[config.mk]
export PLATFORM = sky130hd
export DESIGN_NAME = qpsk_mod_core
export DESIGN_NICKNAME = d
export VERILOG_FILES = /design/src/rtl/qpsk_pkg.sv /design/src/rtl/qpsk_symbol_mapper.sv /design/src/rtl/qpsk_mod_core.sv
export SDC_FILE = /design/constraint.sdc
export NUM_CORES = 1
export LEC_CHECK = 0
export CELL_PAD_IN_SITES_DETAIL_PLACEMENT = 0
export CELL_PAD_IN_SITES_GLOBAL_PLACEMENT = 1
export CORE_MARGIN = 1
export CORE_UTILIZATION = 24
export DETAILED_ROUTE_END_ITERATION = 6
export GPL_ROUTABILITY_DRIVEN = 0
export PLACE_DENSITY_LB_ADDON = 0.12
export SLEW_MARGIN = 20
export SYNTH_ARGS = -nofsm -noshare
export SYNTH_HDL_FRONTEND = slang
export SYNTH_HIERARCHICAL = 1
export SYNTH_SLANG_ARGS = --single-unit
[constraint.sdc]
create_clock -name ce_clk -period 3.1 [get_ports ce_clk]
set_input_delay 0.62 -clock ce_clk [delete_from_list [all_inputs] [get_ports ce_clk]]
set_output_delay 0.62 -clock ce_clk [all_outputs]
set_load 0.02 [all_outputs]
[src/rtl/qpsk_pkg.sv]
// Shared types and lookup helpers for the QPSK modulator.
// Consumed by qpsk_mod_core and qpsk_symbol_mapper.
package qpsk_pkg;

  typedef enum logic [0:0] {
    IDLE = 1'b0,
    EMIT = 1'b1
  } state_t;

  localparam logic signed [15:0] AMP_DEFAULT = 16'sd23170;

  // Quadrant to {I negative, Q negative}: 0->(+,+) 1->(-,+) 2->(-,-) 3->(+,-)
  function automatic logic [1:0] quad_sign(input logic [1:0] quad);
    logic [1:0] sgn;
    case (quad)
      2'd0:    sgn = 2'b00;
      2'd1:    sgn = 2'b10;
      2'd2:    sgn = 2'b11;
      2'd3:    sgn = 2'b01;
      default: sgn = 2'b00;
    endcase
    return sgn;
  endfunction

  // Gray-ordered dibit to quadrant increment for differential encoding
  function automatic logic [1:0] dibit_inc(input logic [1:0] dibit);
    logic [1:0] inc;
    case (dibit)
      2'b00:   inc = 2'd0;
      2'b01:   inc = 2'd1;
      2'b11:   inc = 2'd2;
      2'b10:   inc = 2'd3;
      default: inc = 2'd0;
    endcase
    return inc;
  endfunction

endpackage

[src/rtl/qpsk_symbol_mapper.sv]
// Combinational dibit/quadrant to {I,Q} constellation mapper.
// With QPSK_MOD_DIFF_ENC_EN, quad is the previous phase and the dibit advances it.
module qpsk_symbol_mapper
  import qpsk_pkg::*;
(
  input  logic [1:0]         dibit,
  input  logic signed [15:0] amp,
  input  logic [1:0]         quad,
  output logic [31:0]        iq
);

  logic [1:0]         neg_s;
  logic signed [15:0] amp_neg_s;

  assign amp_neg_s = -amp;

`ifdef QPSK_MOD_DIFF_ENC_EN
  assign neg_s = quad_sign(quad + dibit_inc(dibit));
`else
  // Direct mapping: quad acts as a fixed rotation, tied to 0 by the core
  assign neg_s = dibit ^ quad_sign(quad);
`endif

  assign iq = {(neg_s[1] ? amp_neg_s : amp), (neg_s[0] ? amp_neg_s : amp)};

endmodule

[src/rtl/qpsk_mod_core.sv]
// QPSK modulator: packed dibits in, SPS-times held {I,Q} samples out.
// Optional differential encoding via QPSK_MOD_DIFF_ENC_EN.
module qpsk_mod_core
  import qpsk_pkg::*;
#(
  parameter int SPS    = 16,
  parameter int DIBITS = 16,
  parameter int CNT_W  = 4
) (
  input  logic               ce_clk,
  input  logic               ce_rst,
  input  logic               clear,
  input  logic signed [15:0] amp,
  input  logic [31:0]        i_tdata,
  input  logic               i_tlast,
  input  logic               i_tvalid,
  output logic               i_tready,
  output logic [31:0]        o_tdata,
  output logic               o_tlast,
  output logic               o_tvalid,
  input  logic               o_tready,
  output logic               busy
);

  localparam int SYM_W = $clog2(DIBITS);
  localparam logic [CNT_W-1:0] SMP_LAST = CNT_W'(SPS - 1);
  localparam logic [SYM_W-1:0] SYM_LAST = SYM_W'(DIBITS - 1);

  state_t             state_r, state_nxt_s;
  logic [31:0]        shreg_r, shreg_nxt_s;
  logic [SYM_W-1:0]   sym_cnt_r, sym_nxt_s;
  logic [CNT_W-1:0]   smp_cnt_r, smp_nxt_s;
  logic               last_r, last_nxt_s;
  logic signed [15:0] amp_r, amp_nxt_s;
  logic [31:0]        tdata_r, tdata_nxt_s;
  logic               tlast_r, tlast_nxt_s;

  logic               hs_out_s, smp_end_s, word_done_s, load_s;
  logic [1:0]         map_dibit_s, base_quad_s;
  logic signed [15:0] map_amp_s;
  logic [31:0]        map_iq_s;

  assign hs_out_s    = (state_r == EMIT) && o_tready;
  assign smp_end_s   = (smp_cnt_r == SMP_LAST);
  assign word_done_s = hs_out_s && smp_end_s && (sym_cnt_r == SYM_LAST);
  assign i_tready    = !clear && ((state_r == IDLE) || word_done_s);
  assign load_s      = i_tready && i_tvalid;

  // shreg holds the upcoming dibit in [31:30]; the loaded word's first dibit maps straight from i_tdata
  assign map_dibit_s = load_s ? i_tdata[31:30] : shreg_r[31:30];
  assign map_amp_s   = load_s ? amp : amp_r;

`ifdef QPSK_MOD_DIFF_ENC_EN
  logic [1:0] quad_r, quad_nxt_s;

  assign base_quad_s = (word_done_s && last_r) ? 2'd0 : quad_r;

  // Phase accumulator: steps once per symbol start, zeroed after a packet ends
  always_comb begin
    quad_nxt_s = quad_r;
    if (clear) begin
      quad_nxt_s = 2'd0;
    end else if (load_s || (hs_out_s && smp_end_s && !word_done_s)) begin
      quad_nxt_s = base_quad_s + dibit_inc(map_dibit_s);
    end else begin
      quad_nxt_s = base_quad_s;
    end
  end

  // Phase register
  always_ff @(posedge ce_clk or posedge ce_rst) begin
    if (ce_rst) quad_r <= 2'd0;
    else        quad_r <= quad_nxt_s;
  end
`else
  assign base_quad_s = 2'd0;
`endif

  qpsk_symbol_mapper u_mapper (
    .dibit (map_dibit_s),
    .amp   (map_amp_s),
    .quad  (base_quad_s),
    .iq    (map_iq_s)
  );

  // Next-state, counters and registered output data
  always_comb begin
    state_nxt_s = state_r;
    shreg_nxt_s = shreg_r;
    sym_nxt_s   = sym_cnt_r;
    smp_nxt_s   = smp_cnt_r;
    last_nxt_s  = last_r;
    amp_nxt_s   = amp_r;
    tdata_nxt_s = tdata_r;
    if (clear) begin
      state_nxt_s = IDLE;
      shreg_nxt_s = 32'd0;
      sym_nxt_s   = '0;
      smp_nxt_s   = '0;
      last_nxt_s  = 1'b0;
      amp_nxt_s   = 16'sd0;
      tdata_nxt_s = 32'd0;
    end else if (load_s) begin
      state_nxt_s = EMIT;
      shreg_nxt_s = {i_tdata[29:0], 2'b00};
      sym_nxt_s   = '0;
      smp_nxt_s   = '0;
      last_nxt_s  = i_tlast;
      amp_nxt_s   = amp;
      tdata_nxt_s = map_iq_s;
    end else if (hs_out_s) begin
      if (word_done_s) begin
        state_nxt_s = IDLE;
        shreg_nxt_s = 32'd0;
        sym_nxt_s   = '0;
        smp_nxt_s   = '0;
        last_nxt_s  = 1'b0;
        tdata_nxt_s = 32'd0;
      end else if (smp_end_s) begin
        shreg_nxt_s = {shreg_r[29:0], 2'b00};
        sym_nxt_s   = sym_cnt_r + SYM_W'(1);
        smp_nxt_s   = '0;
        tdata_nxt_s = map_iq_s;
      end else begin
        smp_nxt_s   = smp_cnt_r + CNT_W'(1);
      end
    end else begin
      tdata_nxt_s = tdata_r;
    end
    tlast_nxt_s = last_nxt_s && (state_nxt_s == EMIT) &&
                  (sym_nxt_s == SYM_LAST) && (smp_nxt_s == SMP_LAST);
  end

  // State, datapath and output registers
  always_ff @(posedge ce_clk or posedge ce_rst) begin
    if (ce_rst) begin
      state_r   <= IDLE;
      shreg_r   <= 32'd0;
      sym_cnt_r <= '0;
      smp_cnt_r <= '0;
      last_r    <= 1'b0;
      amp_r     <= 16'sd0;
      tdata_r   <= 32'd0;
      tlast_r   <= 1'b0;
    end else begin
      state_r   <= state_nxt_s;
      shreg_r   <= shreg_nxt_s;
      sym_cnt_r <= sym_nxt_s;
      smp_cnt_r <= smp_nxt_s;
      last_r    <= last_nxt_s;
      amp_r     <= amp_nxt_s;
      tdata_r   <= tdata_nxt_s;
      tlast_r   <= tlast_nxt_s;
    end
  end

  assign o_tdata  = tdata_r;
  assign o_tlast  = tlast_r;
  assign o_tvalid = (state_r == EMIT);
  assign busy     = (state_r != IDLE);

endmodule

==> results of run 1 <==
## layout make-up
cell class                 instances  share of cell area [%]
timing repair buffer             144                   21.00
clock inverter                     5                  0.9667
clock buffer                      11                   3.906
sequential                        89                   34.42
inverter                           5                  0.3094
multi-input combinational        307                   34.88
tap                              234                   4.524
## flip-flops by register name, indices dropped and copies added, names as in the netlist
signal and cells:
shreg_r 30, last_r 1, amp_r 16, busy 1, o_tlast 1, sym_cnt_r 4
o_tdata 32, smp_cnt_r 4
## per-stage QoR
stage	hold WS [ns]	cell area (um2)
2_1_floorplan	0.4495	4621
3_3_place_gp	0.4663	6065
3_5_place_dp	0.4739	6065
4_1_cts	0.4900	6429
5_1_grt	0.5113	6471
6_report	0.4839	6471
## kinds of logic after synthesis
logic type	after synthesis	share of synthesized area (%)
AOI/OAI and AO/OA	91	13.94
and+or+nand+nor	124	13.96
buffers and inverters	34	4.581
xor gates and xnor gates	38	7.254
other	1	0.08173
adders and majority gates	5	1.364
muxes	45	10.28
DFF	89	48.54
## cells in the final DEF (no fill, tap or decap), types with 3 or more instances in the layout
master	netlist	final
dfrtp_1	89	89
buf_4	3	50
and2b_1	10	10
ha_1	5	4
conb_1	1	4
o31ai_2	0	4
buf_12	0	5
nand2_1	52	52
mux2i_1	28	28
inv_1	5	4
a22o_1	34	34
o21ai_1	24	27
a31oi_1	3	3
xor2_1	14	14
nor3_1	6	4
o21ai_2	3	3
nor2_1	20	20
xnor2_1	24	24
nor2b_1	7	7
mux2_2	17	17
clkbuf_16	0	9
o21ai_0	12	9
a21oi_1	5	5
clkdlybuf4s50_1	0	86
nand3_1	8	6
## power breakdown
group | switching (mW) | internal (mW)
Sequential | 0.0453 | 1.23
Combinational | 0.404 | 0.411
Clock | 0.495 | 0.675
Total | 0.944 | 2.32
## metal layers
layer  part of all wire, %  up-vias  global-route usage, %  wire length, um
li1                      -     1748                      -                -
met1                    48     1724                  18.34             6102
met2                    47       67                  22.13             6009
met3                   4.7        5                  4.137              606
met4                  0.70        0                  3.644               90
met5                     0        -                      0                0
## worst reg2reg max path, delay by kind of cell (launching register included)
family	cells	cell delay, ns
and+or+nand+nor	4	1.19
xor gates and xnor gates	1	0.07
DFF	1	0.40
buffers and inverters	1	0.15
AOI/OAI and AO/OA	3	0.57
muxes	1	0.34
adders and majority gates	1	0.17
## what timing repair did
action / 4_1_cts / 5_1_grt
hold buffers: 0 / 0
pin swaps: 3 / 6
resized for setup: 10 / 9
setup buffers: 4 / 1
setup endpoints to repair: 25 / 13
## worst paths after layout
kind | endpoint | from | cells after the start
worst max-delay path | o_tdata[31]$_DFFE_PP0P_ | smp_cnt_r[0]$_DFF_PP0_ | 11
worst min-delay path | shreg_r[8]$_DFFE_PP0P_ | shreg_r[8]$_DFFE_PP0P_ | 2
worst max register to register | o_tdata[31]$_DFFE_PP0P_ | smp_cnt_r[0]$_DFF_PP0_ | 11
worst min register to register | shreg_r[8]$_DFFE_PP0P_ | shreg_r[8]$_DFFE_PP0P_ | 2
max in group asynchronous | o_tdata[28]$_DFFE_PP0P_ | ce_rst | 3
min in group asynchronous | amp_r[7]$_DFF_PP0_ | ce_rst | 2
==> results.yml, run 1 <==
outcome:
  outcome: "finished clean"
route:
  drc: 0
  wl_mm: 12.81
  ant_nets: 0
  dr.first_iter.drc_count: 136
  num_vias: 3544
  avgViaCountPerCell: 4.458
  routedWlPerCell_um: 16.11
  first_pass_iters: 4
timing:
  finalHoldViolCount: 0
  setup_viol: 0
  fin_crit_sh_pct: 96.86
  drv_slew: 0
  tightestPinTransition_ns: 0.5294
  fin_skew_ns: 0.007686
  fin_crit_ns: 3.003
  fmax_ghz: 0.3330
  setup_slack_ns: 0.09741
  setup-tns-final_ns: 0
  relSlewSlack_pct: 64.71
min_path:
  hold_class: "reg -> reg"
setup_path:
  r2r_slack_ns: 0.1
  crit_family: "simple AND/OR/NAND/NOR gates"
  arrival_ns: 3.24
  crit_path_top_delay_cell: "or4_4"
  max_stage_delay_ns: 0.51
  crit_path_max_fanout: 5
  path_buf_inv: 1
  cp.required_ns: 3.33
  crit_type: "reg -> reg"
  startpoint_type: "flip-flop"
  endpoint_kind: "flip-flop"
  crit_chain: "ha_4 > nand4_4 > o21a_4 > nor2_4 > buf_12 > mux2_2 > or4_4 > or3_4 > o21ai_2 > xnor2_1 > a22o_1"
die:
  rows: 50
  die_h_um: 140.3
  dieArea_um2: 19670
  coreArea_um2: 18710
  start_util_pct: 24.53
  die_w_um: 140.3
  num_io_pins: 90
pwr:
  p_leak_nw: 2.850
  peakVddDrop_mv: 0.2530
  power_mw: 3.264
  p_per_area_nw_per_um2: 504.3
synthesis:
  synth_cell_type_count: 53
  synth_ff_type: "dfrtp_1"
  seq_area_frac_synth_pct: 48.54
  netlist_instances: 427
  syn_area_um2: 4588
  synth_edf_count: 0
  synth.area.top_cells: "dfrtp_1, a22o_1, mux2i_1, xnor2_1, nand2_1"
  ys_top_cells_by_count: "dfrtp_1, nand2_1, a22o_1"
  async_reset_ff_share_pct: 100.0
  synth_seq_cells: 89
  yosysMostFrequentCell: "dfrtp_1"
  yosysTopAreaCellShare_pct: 48.54
  syn_area_per_cell_um2: 10.75
  synth_top_area_cell: "dfrtp_1"
  ys_warn_count: 6
global_route:
  grt_pass1_vias: 3684
  antenna_found_initial: 0
  grt-ovfl-total: 0
  grt_use_total_pct: 13.91
  grt_pass1_wl_mm: 20.74
  grt_max_degree: 61
cts:
  clk_path_buf_depth: 2
  clock_latency_ns: 0.34
  cts_tree: "yes"
  cts_sinks: 89
  root_buffer: "clkbuf_16"
  htree_levels: 3
  cts.clk_slew.worst_paths_ns: 0.07
  numCtsBuffers: 9
placement:
  place.port_buffers: 89
  hpwl_mm: 9.263
  place_ws_ns: -0.7342
  place_inst: 774
cells_and_area:
  regArea_um2: 2227
  fin_cells: 795
  syn_to_final_growth_pct: 41.04
  layout.nets: 615
  multi_input_area_um2: 2257
  drive_gt1_share_pct: 20.50
  fillers: 1876
  utilization_pct: 34.60
  diodes: 0
job:
  max_cap_violations: 0
Note: power is estimated with default switching activity, not from simulation.
==> inputs of run 2 (changes only) <==
- CORE_MARGIN: 1 -> 8
==> results.yml, run 2 (synthesis gave the netlist of run 1 again) <==
cells_and_area:
  diodes: 0
  fillers: 1891
  layout.nets: 613
  layout_common_cells: "dfrtp_1, clkdlybuf4s50_1, nand2_1"
  fin_cells: 793
  final_common_cell: "dfrtp_1"
  utilization_pct: 34.64
  largest_reg_flops: 32
  syn_to_final_growth_pct: 41.23
  drive_gt1_share_pct: 19.68
setup_path:
  arrival_ns: 3.22
  crit_type: "in -> reg"
  endpoint_kind: "flip-flop"
  crit_path_max_fanout: 7
  startpoint_type: "input pin"
  cp.required_ns: 3.34
cts:
  cts.clk_slew.worst_paths_ns: 0.07
  cts_sinks: 89
  root_buffer: "clkbuf_16"
  clk_path_buf_depth: 2
  numCtsBuffers: 9
  clock_latency_ns: 0.35
  cts.hold.buffers_added: 0
  htree_levels: 3
  cts_tree: "yes"
timing:
  setup-tns-final_ns: 0
  setup_viol: 0
  whs_ns: 0.4862
  finalHoldViolCount: 0
  fin_crit_ns: 2.986
  fmax_ghz: 0.3350
  fin_skew_ns: 0.01242
  tightestPinTransition_ns: 0.9584
  fin_crit_sh_pct: 96.31
  relSlewSlack_pct: 35.90
  drv_slew: 0
placement:
  hpwl_mm: 9.960
  place_inst: 774
  place.port_buffers: 89
die:
  dieArea_um2: 23800
  coreArea_um2: 18710
  start_util_pct: 24.53
  num_io_pins: 90
  rows: 50
  die_w_um: 154.3
  die_h_um: 154.3
job:
  max_cap_violations: 0
global_route:
  grt_pass1_vias: 3819
  grt-ovfl-total: 0
  antenna_found_initial: 0
  met1_usage_pct: 14.90
  met3_usage_pct: 3.204
  grt_use_met2_pct: 19.04
  busiest_layer: "met2"
  grt_use_total_pct: 11.84
  grt_max_degree: 35
  grt_pass1_wl_mm: 21.95
min_path:
  hold_class: "reg -> reg"
route:
  drc: 0
  num_vias: 3570
  dr.first_iter.drc_count: 114
  avgViaCountPerCell: 4.502
  first_pass_iters: 4
  wl_mm: 13.58
  ant_nets: 0
  routedWlPerCell_um: 17.13
outcome:
  outcome: "finished clean"
pwr:
  power_mw: 3.306
  p_per_area_nw_per_um2: 510.2
  p_leak_nw: 2.856
  peakVddDrop_mv: 0.2659
==> run 2: cell count changes in the layout (fill, tap and decap cells not counted), moves of 2 or more <==
cell / change
buf_6: +2
clkbuf_8: -2
buf_4: -5
mux2_4: +2
mux2_2: -2
==> run 2: final timing paths <==
| check | from | end | slack [ns] | depth (start not counted) |
|---|---|---|---|---|
| worst max-delay path | clear | o_tdata[31]$_DFFE_PP0P_ | 0.11 | 10 |
| worst min-delay path | shreg_r[22]$_DFFE_PP0P_ | shreg_r[22]$_DFFE_PP0P_ | 0.49 | 2 |
| worst max register to register | smp_cnt_r[1]$_DFF_PP0_ | o_tdata[31]$_DFFE_PP0P_ | 0.16 | 11 |
| worst min register to register | shreg_r[22]$_DFFE_PP0P_ | shreg_r[22]$_DFFE_PP0P_ | 0.49 | 2 |
| max in group asynchronous | ce_rst | o_tdata[11]$_DFFE_PP0P_ | 1.69 | 3 |
| min in group asynchronous | ce_rst | shreg_r[8]$_DFFE_PP0P_ | 0.61 | 2 |
==> run 2: cell type report <==
class                   count  area, um2  share of cell area, %
clock buffers              10      229.0                  3.534
clock inverters             6      91.34                  1.410
inverters                   5      20.02                 0.3089
multi-input cells         307       2247                  34.68
flip-flops and latches     89       2227                  34.37
well taps                 234      292.8                  4.518
repair buffers            142       1373                  21.18
==> run 2: critical path: stages <==
cell,delay (ns)
clkdlybuf4s50_1,0.44
or2b_4,0.29
nor2_4,0.14
buf_6,0.15
mux2_2,0.35
or4_4,0.48
or3_4,0.35
o21ai_2,0.13
xnor2_1,0.07
a22o_1,0.20
==> run 2: metal layers <==
layer | up-vias | part of all wire, %
li1 | 1744 | -
met1 | 1746 | 46
met2 | 69 | 47
met3 | 11 | 5.6
met4 | 0 | 1.3
met5 | - | 0
==> run 2: power breakdown <==
group | switching [mW] | internal, mW | total, mW | leakage, nW
Clock | 0.494 | 0.712 | 1.21 | 0.157
Sequential | 0.0431 | 1.23 | 1.28 | 1.22
Combinational | 0.408 | 0.417 | 0.825 | 1.48
Total | 0.944 | 2.36 | 3.31 | 2.86
==> run 2: per-stage QoR <==
step / setup WS, ns / instance area [um2]
after CTS: 0.007530 / 6412
after global routing: -0.02667 / 6480
after global placement: -0.5763 / 6077
final: 0.1145 / 6480
after detailed placement: -0.6038 / 6077
after floorplan: 0.01960 / 4621
==> run 2: what timing repair did <==
action | CTS | global route
pin swaps | 1 | 0
setup endpoints to repair | 26 | 23
gates resized for setup | 3 | 14
buffers inserted | 1 | 2
gates cloned | 0 | 0
==> inputs of run 3 (changes only) <==
- CAP_MARGIN: not set -> 10
- CTS_CLUSTER_DIAMETER: not set -> 100
==> results of run 3 <==
Same layout as run 2: the final DEF is identical, and so are final timing and power.
==> patch: new RTL, config.mk and constraints of run 2 <==
Take the reset off `shreg_r` and `tdata_r` and load them in a clocked block of their own.
--- a/src/rtl/qpsk_mod_core.sv
+++ b/src/rtl/qpsk_mod_core.sv
@@ -135,23 +135,24 @@
   always_ff @(posedge ce_clk or posedge ce_rst) begin
     if (ce_rst) begin
       state_r   <= IDLE;
-      shreg_r   <= 32'd0;
       sym_cnt_r <= '0;
       smp_cnt_r <= '0;
       last_r    <= 1'b0;
       amp_r     <= 16'sd0;
-      tdata_r   <= 32'd0;
       tlast_r   <= 1'b0;
     end else begin
       state_r   <= state_nxt_s;
-      shreg_r   <= shreg_nxt_s;
       sym_cnt_r <= sym_nxt_s;
       smp_cnt_r <= smp_nxt_s;
       last_r    <= last_nxt_s;
       amp_r     <= amp_nxt_s;
-      tdata_r   <= tdata_nxt_s;
       tlast_r   <= tlast_nxt_s;
     end
+  end
+
+  always_ff @(posedge ce_clk) begin
+    shreg_r <= shreg_nxt_s;
+    tdata_r <= tdata_nxt_s;
   end
 
   assign o_tdata  = tdata_r;
Function: changed (a bounded check fails within 4 cycles, from zero or initial values and one cycle with ce_rst high).
==> patch against run 2 <==
Area after synthesis grew 4.2%; register-to-register slack got worse by 0.02 ns; first-iteration DRC count up 110%; core utilization decreased by 0.16 points; combinational power fell by 5.6%; sequential cell count did not move; die area up 3.8%; setup slack gained 0.0080 ns; hold slack lost 0.035 ns; sequential power decreased by 3%; critical path depth is 2 higher; cell area increased by 3.9%; power is 5.3% lower; wire length grew 15%; highest routed layer unchanged.
==> patch: results <==
{
  "cpPeakStageDelay_ns": 0.55,
  "arrival_ns": 3.26,
  "min_to": "o_tdata[25]",
  "cp_slowest_cell": "or4_4",
  "postPlaceCellArea_um2": 6350,
  "worst_hold_slack_ns": 0.451,
  "p_int_uw": 2170,
  "clk_latency_ns": 0.35,
  "dp_hpwl_um": 11300,
  "viasPerCell": 4.60,
  "yosys_warnings": 6,
  "root_buffer": "clkbuf_16",
  "grt_pass1_vias": 4690,
  "grt_max_degree": 61,
  "synthTopCellsByArea": "dfxtp_1, dfrtp_1, nand2_1, a21oi_1, nand3_1",
  "ir_drop_v": 0.000263,
  "critical_path.max_fanout": 13,
  "synth_top_flop_cell": "dfxtp_1",
  "port-buffer-count": 89,
  "cts_buffers": 9,
  "drt-initial-drc-count": 239,
  "clk_transition_reported_paths_ns": 0.07,
  "antenna_found_initial": 0,
  "hp-class": "reg -> reg",
  "grt_pass1_wl_um": 25400,
  "finalClockSkew_ns": 0.0120,
  "r2r_start": "smp_cnt_r[0]",
  "track_usage_pct": 13.1,
  "status": "complete, no violations",
  "final.fill_count": 2064,
  "ys_seq_area_share_pct": 40.1,
  "antenna_cells": 0,
  "p_leak_uw": 0.00256,
  "drtPass1Iterations": 4,
  "clock_path_buffers": 2,
  "wl_per_cell_um": 16.1,
  "nets": 758,
  "hp-start": "o_tdata[25]",
  "min_path_cells": 2,
  "r2r_cells": 13,
  "timing.rr.end": "o_tdata[31]",
  "synth_cell_types": 55,
  "layout-drive-gt1-share_pct": 22.3,
  "rrSetupSlack_ns": 0.14,
  "async_reset_ff_share_pct": 30.3,
  "netlist_top_cells_count": "nand2_1, a21oi_1, dfxtp_1, nand3_1, nor2_1"
}
## patch: cell count changes after synthesis, sizes merged, moves of 12 or more
| cell | before | now |
|---|---|---|
| nand3 | 8 | 55 |
| a21oi | 5 | 84 |
| a22o | 34 | 0 |
| dfxtp | 0 | 62 |
| mux2i | 28 | 1 |
| buf | 14 | 26 |
| o21ai | 39 | 26 |
| nor2 | 21 | 43 |
| a211oi | 1 | 29 |
| mux2 | 17 | 3 |
| dfrtp | 89 | 27 |
| nand2 | 52 | 96 |
## patch: final cells by class
class / instances / area (µm²) / share of cell area (%)
multi-input combinational: 429 / 2660 / 39.5
sequential: 89 / 1920 / 28.5
timing repair buffer: 163 / 1500 / 22.3
tap: 265 / 332 / 4.92
clock buffer: 10 / 250 / 3.72
clock inverter: 6 / 48.8 / 0.725
inverter: 7 / 26.3 / 0.390
## patch: worst max path at each step
stage / start / end
4_1_cts: smp_cnt_r[0] / o_tdata[11]
2_1_floorplan: smp_cnt_r[1] / o_tdata[15]
5_1_grt: smp_cnt_r[0] / o_tdata[11]
3_3_place_gp: o_tready / o_tdata[28]
6_report: o_tready / o_tdata[31]
3_5_place_dp: o_tready / o_tdata[12]
## patch: cell families after synthesis
logic type,after synthesis,synth area share [%]
compound gates,157,23.3
flops,89,40.1
fa+ha+maj,5,1.31
mux,4,0.916
other cells,1,0.0784
simple gates,224,21.5
buf+inv,58,6.46
xor+xnor,35,6.41
## patch: power by group through the flow
stage,logic (µW),clock network [µW],registers [µW]
after floorplan,421,0,1290
final,779,1110,1240
after global placement,772,0,1260
after global routing,859,1200,1240
after CTS,777,1150,1240
after detailed placement,771,0,1260
## patch: worst max-delay path: cells and delay by family
| family | cells | cell delay, ns |
|---|---|---|
| AOI/OAI and AO/OA | 4 | 0.56 |
| and+or+nand+nor | 4 | 1.07 |
| xor gates and xnor gates | 1 | 0.13 |
| buffers and inverters | 3 | 0.87 |
## patch: metal layers
layer / track usage (%) / up-vias / share of wire [%]
li1: - / 2235 / -
met1: 17.6 / 2129 / 51
met2: 20.4 / 81 / 44
met3: 2.99 / 13 / 4.6
met4: 4.26 / 0 / 0.98
met5: 0 / - / 0
## patch: repair_timing
| item | 4_1_cts | 5_1_grt |
|---|---|---|
| cloned | 0 | 0 |
| resized for setup | 1 | 19 |
| setup buffers | 0 | 3 |
| pin swaps | 0 | 2 |
| setup endpoints to repair | 1 | 14 |
| hold buffers | 0 | 0 |
## patch: metrics by stage
step | std cells | total power [µW] | util [%] | worst slack, ns
2_1_floorplan | 576 | 1710 | - | 0.172
3_3_place_gp | 950 | 2030 | 32.5 | -0.299
3_5_place_dp | 950 | 2030 | 32.5 | -0.341
4_1_cts | 966 | 3170 | 34.1 | 0.0613
5_1_grt | 969 | 3300 | 34.5 | -0.0234
6_report | 969 | 3130 | 34.5 | 0.122
